`src/rtl/tone_pkg.sv`:
```
// tone_pkg: period table and types shared by the tone generator and the
// tone period decoder.
//   NUM_NOTES / NUM_OCT : table dimensions (12 notes x 9 octaves)
//   note_t / oct_t      : note index 0..11 (C..B), octave 0..8
//   base_period()       : octave-0 period in 1 MHz clock cycles; octave n
//                         is base_period(note) >> n
package tone_pkg;

    localparam int NUM_NOTES = 12;
    localparam int NUM_OCT   = 9;

    typedef logic [3:0] note_t;
    typedef logic [3:0] oct_t;

    typedef enum logic {
        ST_IDLE = 1'b0,
        ST_SCAN = 1'b1
    } cls_state_t;

    function automatic logic [15:0] base_period(input note_t n);
        case (n)
            4'd0:    return 16'd61156;
            4'd1:    return 16'd57723;
            4'd2:    return 16'd54484;
            4'd3:    return 16'd51427;
            4'd4:    return 16'd48539;
            4'd5:    return 16'd45815;
            4'd6:    return 16'd43243;
            4'd7:    return 16'd40816;
            4'd8:    return 16'd38525;
            4'd9:    return 16'd36364;
            4'd10:   return 16'd34323;
            4'd11:   return 16'd32396;
            default: return 16'd0;
        endcase
    endfunction

endpackage

```
`src/rtl/tone_sync_edge.sv`:
```
// tone_sync_edge: two-flop synchronizer for an asynchronous 1-bit input
// followed by a rising-edge detector.
//   clk  : system clock
//   rst  : synchronous active-high reset
//   din  : asynchronous input
//   rise : one-cycle pulse, high the cycle after the synchronized input
//          goes 0 -> 1 (consumed on the third clock edge after the pin moves)
module tone_sync_edge (
    input  logic clk,
    input  logic rst,
    input  logic din,
    output logic rise
);

    logic meta_q, meta_d;
    logic sync_q, sync_d;
    logic prev_q, prev_d;

    always_comb begin
        meta_d = din;
        sync_d = meta_q;
        prev_d = sync_q;
    end

    always_ff @(posedge clk) begin
        if (rst) begin
            meta_q <= 1'b0;
            sync_q <= 1'b0;
            prev_q <= 1'b0;
        end else begin
            meta_q <= meta_d;
            sync_q <= sync_d;
            prev_q <= prev_d;
        end
    end

    assign rise = sync_q & ~prev_q;

endmodule

```
`src/rtl/tone_period_decoder.sv`:
```
// tone_period_decoder: measures the period of a square-wave tone and
// classifies it against the 12-note x 9-octave period table in tone_pkg.
//   clk      : system clock (1 MHz; table constants assume this)
//   rst      : synchronous active-high reset
//   audio_in : asynchronous square-wave input
//   note     : note index 0..11 of the last reported match
//   octave   : octave 0..8 of the last reported match
//   valid    : one-cycle pulse when note/octave are updated
//   nomatch  : one-cycle pulse when a measurement matches no table entry
//   silent   : no rising edge within TIMEOUT cycles, or no period yet
// Optional build macro TONE_DECODER_CONFIRM_EN: a match is only reported
// once two consecutive completed scans land on the same table entry.
//
// Classifier states:
//   state   | meaning
//   --------+-----------------------------------------------------------
//   ST_IDLE | waiting for a measured period (pending first, then new)
//   ST_SCAN | testing one table entry per cycle, idx = oct*12 + note
module tone_period_decoder #(
    parameter int CNT_W   = 17,
    parameter int TIMEOUT = 65535,
    parameter int TOL_SH  = 6
) (
    input  logic       clk,
    input  logic       rst,
    input  logic       audio_in,
    output logic [3:0] note,
    output logic [3:0] octave,
    output logic       valid,
    output logic       nomatch,
    output logic       silent
);
    import tone_pkg::*;

    localparam logic [CNT_W-1:0] TO_CNT    = CNT_W'(TIMEOUT);
    localparam note_t            LAST_NOTE = 4'(NUM_NOTES - 1);
    localparam oct_t             LAST_OCT  = 4'(NUM_OCT - 1);

    logic rise;

    tone_sync_edge u_sync (
        .clk  (clk),
        .rst  (rst),
        .din  (audio_in),
        .rise (rise)
    );

    // ------------------------------------------------------------------
    // Period counter
    // ------------------------------------------------------------------
    logic [CNT_W-1:0] cnt_q, cnt_d;
    logic             armed_q, armed_d;
    logic             timed_out;
    logic             per_stb;
    logic [CNT_W-1:0] per_val;

    always_comb begin
        timed_out = (cnt_q == TO_CNT);
        per_val   = cnt_q + 1'b1;
        per_stb   = 1'b0;
        cnt_d     = cnt_q;
        armed_d   = armed_q;
        if (rise) begin
            // The first edge after reset or silence only arms measurement.
            per_stb = armed_q && !timed_out;
            cnt_d   = '0;
            armed_d = 1'b1;
        end else if (timed_out) begin
            armed_d = 1'b0;
        end else begin
            cnt_d = cnt_q + 1'b1;
        end
    end

    // ------------------------------------------------------------------
    // Classifier
    // ------------------------------------------------------------------
    cls_state_t       state_q, state_d;
    note_t            note_idx_q, note_idx_d;
    oct_t             oct_idx_q, oct_idx_d;
    logic [CNT_W-1:0] scan_per_q, scan_per_d;
    logic             pend_vld_q, pend_vld_d;
    logic [CNT_W-1:0] pend_per_q, pend_per_d;
    note_t            note_q, note_d;
    oct_t             oct_q, oct_d;
    logic             valid_q, valid_d;
    logic             nomatch_q, nomatch_d;
    logic             silent_q, silent_d;
`ifdef TONE_DECODER_CONFIRM_EN
    logic             conf_vld_q, conf_vld_d;
    note_t            conf_note_q, conf_note_d;
    oct_t             conf_oct_q, conf_oct_d;
`endif

    logic [CNT_W-1:0] tbl_p, tol, diff;
    logic             hit, last_entry, upd;

    always_comb begin
        tbl_p      = CNT_W'(base_period(note_idx_q)) >> oct_idx_q;
        tol        = tbl_p >> TOL_SH;
        diff       = (scan_per_q >= tbl_p) ? (scan_per_q - tbl_p) : (tbl_p - scan_per_q);
        hit        = (diff <= tol);
        last_entry = (note_idx_q == LAST_NOTE) && (oct_idx_q == LAST_OCT);
    end

    always_comb begin
        state_d    = state_q;
        note_idx_d = note_idx_q;
        oct_idx_d  = oct_idx_q;
        scan_per_d = scan_per_q;
        pend_vld_d = pend_vld_q;
        pend_per_d = pend_per_q;
        note_d     = note_q;
        oct_d      = oct_q;
        valid_d    = 1'b0;
        nomatch_d  = 1'b0;
        upd        = 1'b0;
`ifdef TONE_DECODER_CONFIRM_EN
        conf_vld_d  = conf_vld_q;
        conf_note_d = conf_note_q;
        conf_oct_d  = conf_oct_q;
`endif

        case (state_q)
            ST_IDLE: begin
                if (pend_vld_q) begin
                    // A period arriving this same cycle refills the slot.
                    scan_per_d = pend_per_q;
                    pend_vld_d = per_stb;
                    if (per_stb) begin
                        pend_per_d = per_val;
                    end
                    note_idx_d = '0;
                    oct_idx_d  = '0;
                    state_d    = ST_SCAN;
                end else if (per_stb) begin
                    scan_per_d = per_val;
                    note_idx_d = '0;
                    oct_idx_d  = '0;
                    state_d    = ST_SCAN;
                end
            end

            ST_SCAN: begin
                if (per_stb) begin
                    pend_vld_d = 1'b1;
                    pend_per_d = per_val;
                end
                if (hit) begin
`ifdef TONE_DECODER_CONFIRM_EN
                    upd = conf_vld_q && (conf_note_q == note_idx_q) && (conf_oct_q == oct_idx_q);
                    conf_vld_d  = 1'b1;
                    conf_note_d = note_idx_q;
                    conf_oct_d  = oct_idx_q;
`else
                    upd = 1'b1;
`endif
                    state_d = ST_IDLE;
                end else if (last_entry) begin
                    nomatch_d = 1'b1;
`ifdef TONE_DECODER_CONFIRM_EN
                    conf_vld_d = 1'b0;
`endif
                    state_d = ST_IDLE;
                end else if (note_idx_q == LAST_NOTE) begin
                    note_idx_d = '0;
                    oct_idx_d  = oct_idx_q + 4'd1;
                end else begin
                    note_idx_d = note_idx_q + 4'd1;
                end
            end

            default: state_d = ST_IDLE;
        endcase

        if (upd) begin
            note_d  = note_idx_q;
            oct_d   = oct_idx_q;
            valid_d = 1'b1;
        end

        silent_d = silent_q;
        if (valid_d) begin
            silent_d = 1'b0;
        end
        if (timed_out) begin
            silent_d = 1'b1;
        end
    end

    always_ff @(posedge clk) begin
        if (rst) begin
            cnt_q      <= '0;
            armed_q    <= 1'b0;
            state_q    <= ST_IDLE;
            note_idx_q <= '0;
            oct_idx_q  <= '0;
            scan_per_q <= '0;
            pend_vld_q <= 1'b0;
            pend_per_q <= '0;
            note_q     <= '0;
            oct_q      <= '0;
            valid_q    <= 1'b0;
            nomatch_q  <= 1'b0;
            silent_q   <= 1'b1;
`ifdef TONE_DECODER_CONFIRM_EN
            conf_vld_q  <= 1'b0;
            conf_note_q <= '0;
            conf_oct_q  <= '0;
`endif
        end else begin
            cnt_q      <= cnt_d;
            armed_q    <= armed_d;
            state_q    <= state_d;
            note_idx_q <= note_idx_d;
            oct_idx_q  <= oct_idx_d;
            scan_per_q <= scan_per_d;
            pend_vld_q <= pend_vld_d;
            pend_per_q <= pend_per_d;
            note_q     <= note_d;
            oct_q      <= oct_d;
            valid_q    <= valid_d;
            nomatch_q  <= nomatch_d;
            silent_q   <= silent_d;
`ifdef TONE_DECODER_CONFIRM_EN
            conf_vld_q  <= conf_vld_d;
            conf_note_q <= conf_note_d;
            conf_oct_q  <= conf_oct_d;
`endif
        end
    end

    assign note    = note_q;
    assign octave  = oct_q;
    assign valid   = valid_q;
    assign nomatch = nomatch_q;
    assign silent  = silent_q;

endmodule

```
`config.mk`:
```
export PLATFORM = sky130hd
export DESIGN_NAME = tone_period_decoder
export DESIGN_NICKNAME = d
export VERILOG_FILES = /design/src/rtl/tone_pkg.sv /design/src/rtl/tone_sync_edge.sv /design/src/rtl/tone_period_decoder.sv
export SDC_FILE = /design/constraint.sdc
export NUM_CORES = 1
export LEC_CHECK = 0
export ABC_AREA = 1
export CORE_MARGIN = 3
export CORE_UTILIZATION = 64
export DETAILED_ROUTE_END_ITERATION = 7
export PLACE_DENSITY_LB_ADDON = 0.12
export SLEW_MARGIN = 20
export SYNTH_ARGS = -nofsm -noshare
export SYNTH_HDL_FRONTEND = slang
export SYNTH_SLANG_ARGS = --single-unit
```
`constraint.sdc`:
```
create_clock -name clk -period 8.3 [get_ports clk]
set_clock_uncertainty 0.15 [all_clocks]
set_input_delay 2.075 -clock clk [delete_from_list [all_inputs] [get_ports clk]]
set_output_delay 2.075 -clock clk [all_outputs]
set_load 0.005 [all_outputs]
```
==> results of run 1 <==
stage by stage:
stage	cell area [sq um]	std cells	setup slack (ns)	total power [mW]
floorplan	6970	1119	2.45	0.613
global placement	7100	1232	1.43	0.658
detailed placement	7100	1232	1.19	0.659
CTS	7310	1248	1.16	0.965
global route	7310	1248	0.303	1.01
finish	7310	1248	1.06	0.964
worst max-delay path, delay by kind of cell (launching register included):
family                   cells  cell delay (ns)
AND/OR/NAND/NOR             24             3.03
flip-flops                   1             0.77
XOR/XNOR                     1             0.14
AO/OA/AOI/OAI                5             0.95
buffers and inverters        5             1.06
adder cells (fa/ha/maj)      3             1.05
metal layers:
metal | vias to the layer above | part of all wire, %
met1 | 3093 | 42
met4 | 0 | 4.9
met2 | 242 | 47
met5 | - | 0
met3 | 60 | 6.1
li1 | 3521 | -
placed cells by master, fill, tap and decap left out, types with 5 or more instances in the layout:
cell / netlist / routed
nor2_2: 6 / 6
o21bai_1: 9 / 9
and2_1: 5 / 5
nand3_1: 71 / 71
a21oi_1: 57 / 57
dfxtp_1: 92 / 92
nor2_1: 106 / 106
clkdlybuf4s50_1: 0 / 13
ha_1: 54 / 54
a31oi_1: 6 / 6
xnor2_1: 6 / 6
o21ai_0: 54 / 54
clkbuf_8: 0 / 9
o32ai_1: 13 / 13
mux2i_1: 5 / 5
xor2_1: 18 / 18
nand4_1: 14 / 14
o21ai_1: 6 / 6
nand2_2: 5 / 5
nand2_1: 332 / 332
o211ai_1: 6 / 6
inv_1: 172 / 172
nor3_1: 10 / 10
how the worst min path moves through the flow:
stage	startpoint	endpoint	slack, ns	cells after the start
floorplan	u_sync.meta_q	u_sync.prev_d	0.24	2
global placement	u_sync.meta_q	u_sync.prev_d	0.25	2
detailed placement	u_sync.meta_q	u_sync.prev_d	0.25	2
CTS	u_sync.meta_q	u_sync.prev_d	0.27	2
global route	u_sync.meta_q	u_sync.prev_d	0.29	2
finish	u_sync.meta_q	u_sync.prev_d	0.26	2
cell type report:
type	count	area share, %
clock inverter	7	1.10
multi-input combinational	808	58.3
clock buffer	9	1.70
tap	136	2.33
inverter	180	9.25
timing repair buffer	16	2.09
sequential	92	25.2
logic make-up after synthesis:
kind of cell	share of synthesized area [%]
buf+inv	12.4
simple gates	34.2
xor+xnor	3.02
mux	0.718
compound gates	12.9
fa+ha+maj	10.3
flops	26.4
Yosys cell counts, types with 13 or more instances:
library cell  instances  share of area [%]
nand3_1              71                5.1
o21ai_0              54                3.9
ha_1                 54                9.7
inv_1               172                9.3
nand2_1             332                 18
xor2_1               18                2.3
o32ai_1              13                1.6
nand4_1              14                1.3
clkbuf_1             26                1.4
nor2_1              106                5.7
a21oi_1              57                4.1
dfxtp_1              92                 26
power by group through the flow:
stage | registers [mW] | logic (mW) | clock network [mW]
2_1_floorplan | 0.463 | 0.150 | 0
3_3_place_gp | 0.466 | 0.192 | 0
3_5_place_dp | 0.466 | 0.193 | 0
4_1_cts | 0.455 | 0.194 | 0.316
5_1_grt | 0.457 | 0.224 | 0.332
6_report | 0.455 | 0.198 | 0.310
==> impl_metrics.toml, run 1 <==
[run]
max_cap_violations = 0

[sta]
period_needed_ns = 7.24
timing.final.crit_share_pct = 87.2
relSlewSlack_pct = 37.7
finalMaxSlewViolations = 0
worst_pin_slew_ns = 0.934
rsz0062_at_grt = "false"
max_clock_freq_mhz = 138
holdWs_ns = 0.265
setup_viol = 0
tns_ns = 0
finalHoldViolations = 0

[grt]
antenna_found_initial = 0
grt_pass1_wl_um = 29300
grt_use_total_pct = 30.9
grt_overflow_total = 0
busiest_layer = "met2"
use_met1_pct = 36.2
grt_pass1_vias = 6294
use_met3_pct = 5.36
use_met2_pct = 53.4
grt_max_degree = 31

[synthesis]
async_flop_share_pct = 0
seq_area_frac_synth_pct = 26.4
synth_area_sq_mm = 0.00697
yosysWarningCount = 0
syn_nets = 1178
ys_ff_latch = 92
syn_area_per_cell_sq_um = 6.23
synth-main-ff-cell = "dfxtp_1"
synthDistinctLibCells = 41
synth-edff-count = 0
synthCells = 1119

[setup_path]
path_class = "reg -> reg"
cp-start-kind = "register"
worstPathRequired_ns = 8.45
reg2reg_depth = 38
path_max_fanout = 21
arrival_ns = 7.39
rr_startpoint = "oct_idx_q[0]"
r2r_setup_slack_ns = 1.06
cp-startpoint = "oct_idx_q[0]"
worst_path_most_repeated_cell = "nand2_1"
critPathMaxStageDelay_ns = 0.77
setup.worst_path.end_class = "register"
cpMaxStageDelayCell = "dfxtp_1"

[routing]
post-route-drc-count = 0
drtIter0Drc = 622
wirelength_um = 17800
viasPerCell = 5.54
vias = 6916
wl_per_cell_um = 14.3
final_antenna_net_count = 0
first_pass_iters = 7

[layout]
drive_gt1_share_pct = 3.96
nNetsFinal = 1166
n_fill_cell = 969
syn2layout_area_growth_pct = 4.87
fin_util_pct = 69.8
ff_latch_area_sq_mm = 0.00184
antenna_cells = 0
multi_input_area_sq_mm = 0.00426

[clock_tree]
cts-root-buf = "clkbuf_8"
cts_resized = 0
htree_levels = 3
cts_hold_buf = 0
cts.path.max_buffers = 2
cts.clk_slew.worst_paths_ns = 0.10
clock_sink_count = 92
clk_latency_ns = 0.38
cts_made_buffers = 9
post-cts-setup-buffers = 0
cts_tree = "yes"

[floorplanning]
rows = 37
die_w_um = 110
ios = 14
die_height_um = 110
initial_core_util_pct = 66.6
core_area_sq_mm = 0.0105
die_area_sq_mm = 0.0122

[outcome]
status = "complete, no violations"

[power_and_ir_drop]
p_sw_share_pct = 31.6
pwr-share-clk_pct = 32.2
p_comb_share_pct = 20.5
power.leakage_nw = 3.75
ir_drop_mv = 0.117
powerDensity_mw_per_mm2 = 132
p_sw_uw = 305
p_seq_share_pct = 47.3
internal_power_uw = 659

[placed_design]
portBuffers = 13
place_congestion = 1.09
dp_hpwl_um = 14300

[min_path]
hold_class = "reg -> reg"
Power figures use the tool's default switching activity.
==> run 2: changes to the inputs <==
clock period = 6.78 ns   (was 8.3 ns; I/O delays follow)
==> impl_metrics.toml, run 2 (synthesis gave the netlist of run 1 again) <==
[routing]
vias = 6906
wl_per_cell_um = 14.2
post-route-drc-count = 0
first_pass_iters = 6
drtIter0Drc = 543
final_antenna_net_count = 0
viasPerCell = 5.52
wirelength_um = 17800

[layout]
fin_util_pct = 70.2
final_cell_mix = "nand2_1 (332), inv_1 (171), nor2_1 (106), dfxtp_1 (91), nand3_1 (70)"
antenna_cells = 0
drive_gt1_share_pct = 4.66
nNetsFinal = 1170
layout_commonest_cell = "nand2_1"
syn2layout_area_growth_pct = 5.41

[floorplanning]
die_height_um = 110
die_w_um = 110
core_area_sq_mm = 0.0105
rows = 37
ios = 14
initial_core_util_pct = 66.6
die_area_sq_mm = 0.0122

[clock_tree]
htree_levels = 3
clk_latency_ns = 0.38
cts_made_buffers = 9
cts.clk_slew.worst_paths_ns = 0.10
cts_hold_buf = 0
cts-root-buf = "clkbuf_8"
clock_sink_count = 92
cts_tree = "yes"
post-cts-setup-buffers = 0
cts.path.max_buffers = 2

[sta]
setup_viol = 0
max_clock_freq_mhz = 165
finalMaxSlewViolations = 0
tns_ns = 0
worst_pin_slew_ns = 0.976
rsz0062_at_grt = "false"
finalHoldViolations = 0
period_needed_ns = 6.06
holdWs_ns = 0.266
relSlewSlack_pct = 34.9
timing.final.crit_share_pct = 89.4

[setup_path]
r2r_setup_slack_ns = 0.72
cp-startpoint = "oct_idx_q[0]"
path_max_fanout = 21
rr_startpoint = "oct_idx_q[0]"
cp-start-kind = "register"
arrival_ns = 6.19
cpMaxStageDelayCell = "ha_1"
setup.worst_path.end_class = "register"
worstPathRequired_ns = 6.91
path_class = "reg -> reg"
critPathMaxStageDelay_ns = 0.40
worst_path_most_repeated_cell = "nand2_1"
reg2reg_depth = 41

[min_path]
holdPathStages = 2
hold_end = "u_sync.prev_d"
worstHoldStart = "u_sync.meta_q"
hold_class = "reg -> reg"

[power_and_ir_drop]
p_comb_share_pct = 21.2
ir_drop_mv = 0.191
power.leakage_nw = 3.76
p_sw_uw = 387
internal_power_uw = 775
pwr-share-clk_pct = 30.9
p_sw_share_pct = 33.3
powerDensity_mw_per_mm2 = 158
finalPower_mw = 1.16
p_seq_share_pct = 47.9

[placed_design]
place_congestion = 1.08
portBuffers = 13
dp_hpwl_um = 14200

[grt]
grt_overflow_total = 0
antenna_found_initial = 0
grt_max_degree = 31
grt_pass1_wl_um = 29100
grt_use_total_pct = 30.5
grt_pass1_vias = 6254

[run]
max_cap_violations = 0

[outcome]
status = "complete, no violations"
run 2: cell count changes in the layout (fill, tap and decap cells not counted), sizes merged:
cell	delta
clkinv	+2
bufinv	-1
inv	-1
buf	+3
clkinvlp	+1
run 2: area by class of cell:
cell class                 count  area, sq um
clock buffer                   9          124
clock inverter                 7         70.1
fill                         981         3120
inverter                     180          682
multi-input combinational    808         4270
sequential                    92         1840
tap                          136          170
timing repair buffer          19          175
timing repair inverter         1         5.00
run 2: worst max-delay path, delay by kind of cell (launching register included):
family	cells	cell delay [ns]
buf+inv	6	0.75
compound gates	3	0.33
fa+ha+maj	3	0.93
xor+xnor	1	0.14
flops	1	0.35
simple gates	28	3.31
run 2: worst max-delay path by stage:
stage / end / slack, ns / cells past startpoint
after floorplan: register / 0.93 / 45
after global placement: register / 0.59 / 33
after detailed placement: register / 0.47 / 33
after CTS: register / 0.44 / 33
after global routing: register / 0.03 / 42
final: register / 0.72 / 41
run 2: stage by stage:
stage / instances / worst slack (ns) / area, sq um
after floorplan: 1119 / 0.930 / 6970
after global placement: 1235 / 0.590 / 7120
after detailed placement: 1235 / 0.473 / 7120
after CTS: 1251 / 0.436 / 7320
after global routing: 1252 / 0.0257 / 7340
final: 1252 / 0.717 / 7340
run 2: timing repair:
item,4_1_cts,5_1_grt
hold endpoints to repair,0,0
resized for setup,0,8
setup endpoints to repair,0,16
run 2: routing by layer:
metal | routed length (um) | track usage, % | part of all wire (%) | vias to the layer above
met4 | 589 | 12.8 | 3.3 | 0
met3 | 1080 | 6.76 | 6.0 | 48
li1 | - | - | - | 3515
met2 | 8380 | 51.4 | 47 | 238
met1 | 7780 | 37.4 | 44 | 3105
met5 | 0 | 0 | 0 | -
run 2: power groups by stage:
stage	clock, mW	sequential, mW	combinational [mW]
3_3_place_gp	0	0.569	0.237
5_1_grt	0.387	0.558	0.277
3_5_place_dp	0	0.569	0.239
4_1_cts	0.365	0.557	0.239
2_1_floorplan	0	0.567	0.183
6_report	0.359	0.557	0.247
==> run 3: changes to the inputs <==
ABC_AREA = default   (was 1)
==> impl_metrics.toml, run 3 <==
[outcome]
status = "finished with violations"
violations = "negative setup slack"

[clock_tree]
cts_made_buffers = 9
clk_latency_ns = 0.39
cts-root-buf = "clkbuf_8"
cts.clk_slew.worst_paths_ns = 0.11
cts_hold_buf = 0
cts.path.max_buffers = 2
clock_sink_count = 92
cts_tree = "yes"
htree_levels = 3

[sta]
worst_pin_slew_ns = 0.928
tns_ns = -3.82
timing.final.crit_share_pct = 106
rsz0062_at_grt = "true"
holdWs_ns = 0.297
setup_viol = 16
max_clock_freq_mhz = 139
period_needed_ns = 7.20
relSlewSlack_pct = 38.2
finalHoldViolations = 0
worst_slack_ns = -0.421
finalMaxSlewViolations = 0

[setup_path]
setup.worst_path.end_class = "register"
arrival_ns = 7.38
cpMaxStageDelayCell = "or4b_4"
path_max_fanout = 8
critPathMaxStageDelay_ns = 0.52
cp-start-kind = "register"
path_class = "reg -> reg"
worst_path_most_repeated_cell = "buf_4"
worstPathRequired_ns = 6.96

[grt]
grt_pass1_wl_um = 32800
grt_pass1_vias = 6702
grt_overflow_total = 0
grt_use_total_pct = 32.2
antenna_found_initial = 1
grt_max_degree = 77

[power_and_ir_drop]
p_sw_uw = 258
powerDensity_mw_per_mm2 = 115
p_seq_share_pct = 54.5
power.leakage_nw = 3.34
ir_drop_mv = 0.189
internal_power_uw = 745
p_sw_share_pct = 25.8
p_comb_share_pct = 6.7
finalPower_mw = 1.00
pwr-share-clk_pct = 38.8

[routing]
drtIter0Drc = 777
post-route-drc-count = 0
first_pass_iters = 5
wl_met1_um = 9230
wirelength_um = 22500
top_layer = "met5"
final_antenna_net_count = 0
vias = 7371
wl_met2_um = 10100
wl_per_cell_um = 19.8
met3_length_um = 1880
viasPerCell = 6.49

[placed_design]
place_congestion = 0.975
placed_cell_area_sq_mm = 0.00780
dp_hpwl_um = 15000
portBuffers = 13

[synthesis]
ys_ff_latch = 92
syn_nets = 966
synth-edff-count = 0
synth-main-ff-cell = "dfxtp_1"
async_flop_share_pct = 0
ys_top_cells_by_count = "nor2_1 (104), nand2_1 (101), dfxtp_1 (92), a21oi_1 (81), inv_1 (56)"
synth_area_sq_mm = 0.00701
yosysWarningCount = 0
synthCells = 907
synth_largest_area_cell = "dfxtp_1"
synth_top_area_share_pct = 26.3
seq_area_frac_synth_pct = 26.3
synthDistinctLibCells = 91
syn_area_per_cell_sq_um = 7.73
synth_area_leaders = "dfxtp_1 (26%), ha_1 (9.6%), a21oi_1 (5.8%), nor2_1 (5.6%), nand2_1 (5.4%)"
yosysMostFrequentCell = "nor2_1"

[layout]
nNetsFinal = 1054
drive_gt1_share_pct = 25.6
layout_commonest_cell = "buf_4"
final_area_sq_mm = 0.00872
antenna_cells = 0
final_cell_mix = "buf_4 (104), nor2_1 (102), nand2_1 (97), dfxtp_1 (88), a21oi_1 (70)"
n_fill_cell = 622
syn2layout_area_growth_pct = 24.4

[min_path]
hold_class = "reg -> reg"

[run]
max_cap_violations = 0

[floorplanning]
die_height_um = 111
ios = 14
rows = 37
die_area_sq_mm = 0.0122
core_area_sq_mm = 0.0105
die_w_um = 111
initial_core_util_pct = 66.7
[run 3: changes by cell type after synthesis, sizes merged, moves of 9 or more]
cell / change
nand2: -238
inv: -118
nand3: -63
a21oi: +28
mux2i: +24
xnor2: +24
a211oi: +23
nor2b: +18
a21o: +14
and3: +13
o32ai: -12
buf: +9
or3: +9
xor2: -9
[run 3: area by class of cell]
class | instances | area, sq um | share of cell area (%)
clock buffers | 10 | 128 | 1.46
clock inverters | 6 | 71.3 | 0.818
inverters | 59 | 224 | 2.57
multi-input cells | 706 | 5240 | 60.1
flip-flops and latches | 92 | 1850 | 21.2
well taps | 136 | 170 | 1.95
repair buffers | 127 | 1030 | 11.9
[run 3: metal layers]
metal	track usage, %	vias up
li1	-	3397
met1	42.6	3419
met2	50.8	436
met3	6.17	117
met4	14.9	2
met5	0	-
[run 3: final timing paths]
path / to / slack, ns / depth (start not counted) / from
setup / recovery: register / -0.42 / 35 / oct_idx_q[1]
hold / removal: u_sync.prev_d / 0.30 / 1 / u_sync.meta_q
setup reg to reg: register / -0.42 / 35 / oct_idx_q[1]
hold reg to reg: u_sync.prev_d / 0.30 / 1 / u_sync.meta_q
[run 3: what timing repair did]
item | CTS | global route
endpoints found under the setup margin | 16 | 28
pin swaps | 14 | 38
resized for setup | 32 | 86
cloned | 0 | 0
setup buffers | 8 | 20
[run 3: cells by family (layout without fill, tap and decap cells)]
kind of cell	Yosys count	count (layout)	synth area share, %
muxes	35	35	5.61
xor gates and xnor gates	39	39	4.87
adders and majority gates	56	56	10.2
DFF	92	92	26.3
and+or+nand+nor	321	321	21.8
AOI/OAI and AO/OA	255	255	24.9
buffers and inverters	109	202	6.39
[run 3: worst max-delay path, delay by kind of cell (launching register included)]
family	cells	cell delay (ns)
AO/OA/AOI/OAI	15	2.34
AND/OR/NAND/NOR	9	2.08
flip-flops	1	0.41
buffers and inverters	6	0.78
multiplexers	2	0.61
XOR/XNOR	1	0.10
adder cells (fa/ha/maj)	2	0.64
[run 3: power by group through the flow]
| stage | Combinational, mW | Sequential [mW] | Clock (mW) |
|---|---|---|---|
| after global placement | 0.0525 | 0.559 | 0 |
| after global routing | 0.0715 | 0.548 | 0.416 |
| after floorplan | 0.0400 | 0.558 | 0 |
| after detailed placement | 0.0545 | 0.560 | 0 |
| final | 0.0670 | 0.547 | 0.389 |
| after CTS | 0.0568 | 0.547 | 0.390 |
[run 3: through the flow]
| stage | worst slack (ns) | cells | util (%) |
|---|---|---|---|
| after CTS | 0.00124 | 1117 | 78.0 |
| after global routing | -0.660 | 1136 | 83.0 |
| after floorplan | 0.0132 | 907 | - |
| final | -0.421 | 1136 | 83.0 |
| after global placement | -0.00951 | 1093 | 74.2 |
| after detailed placement | -0.265 | 1093 | 74.2 |
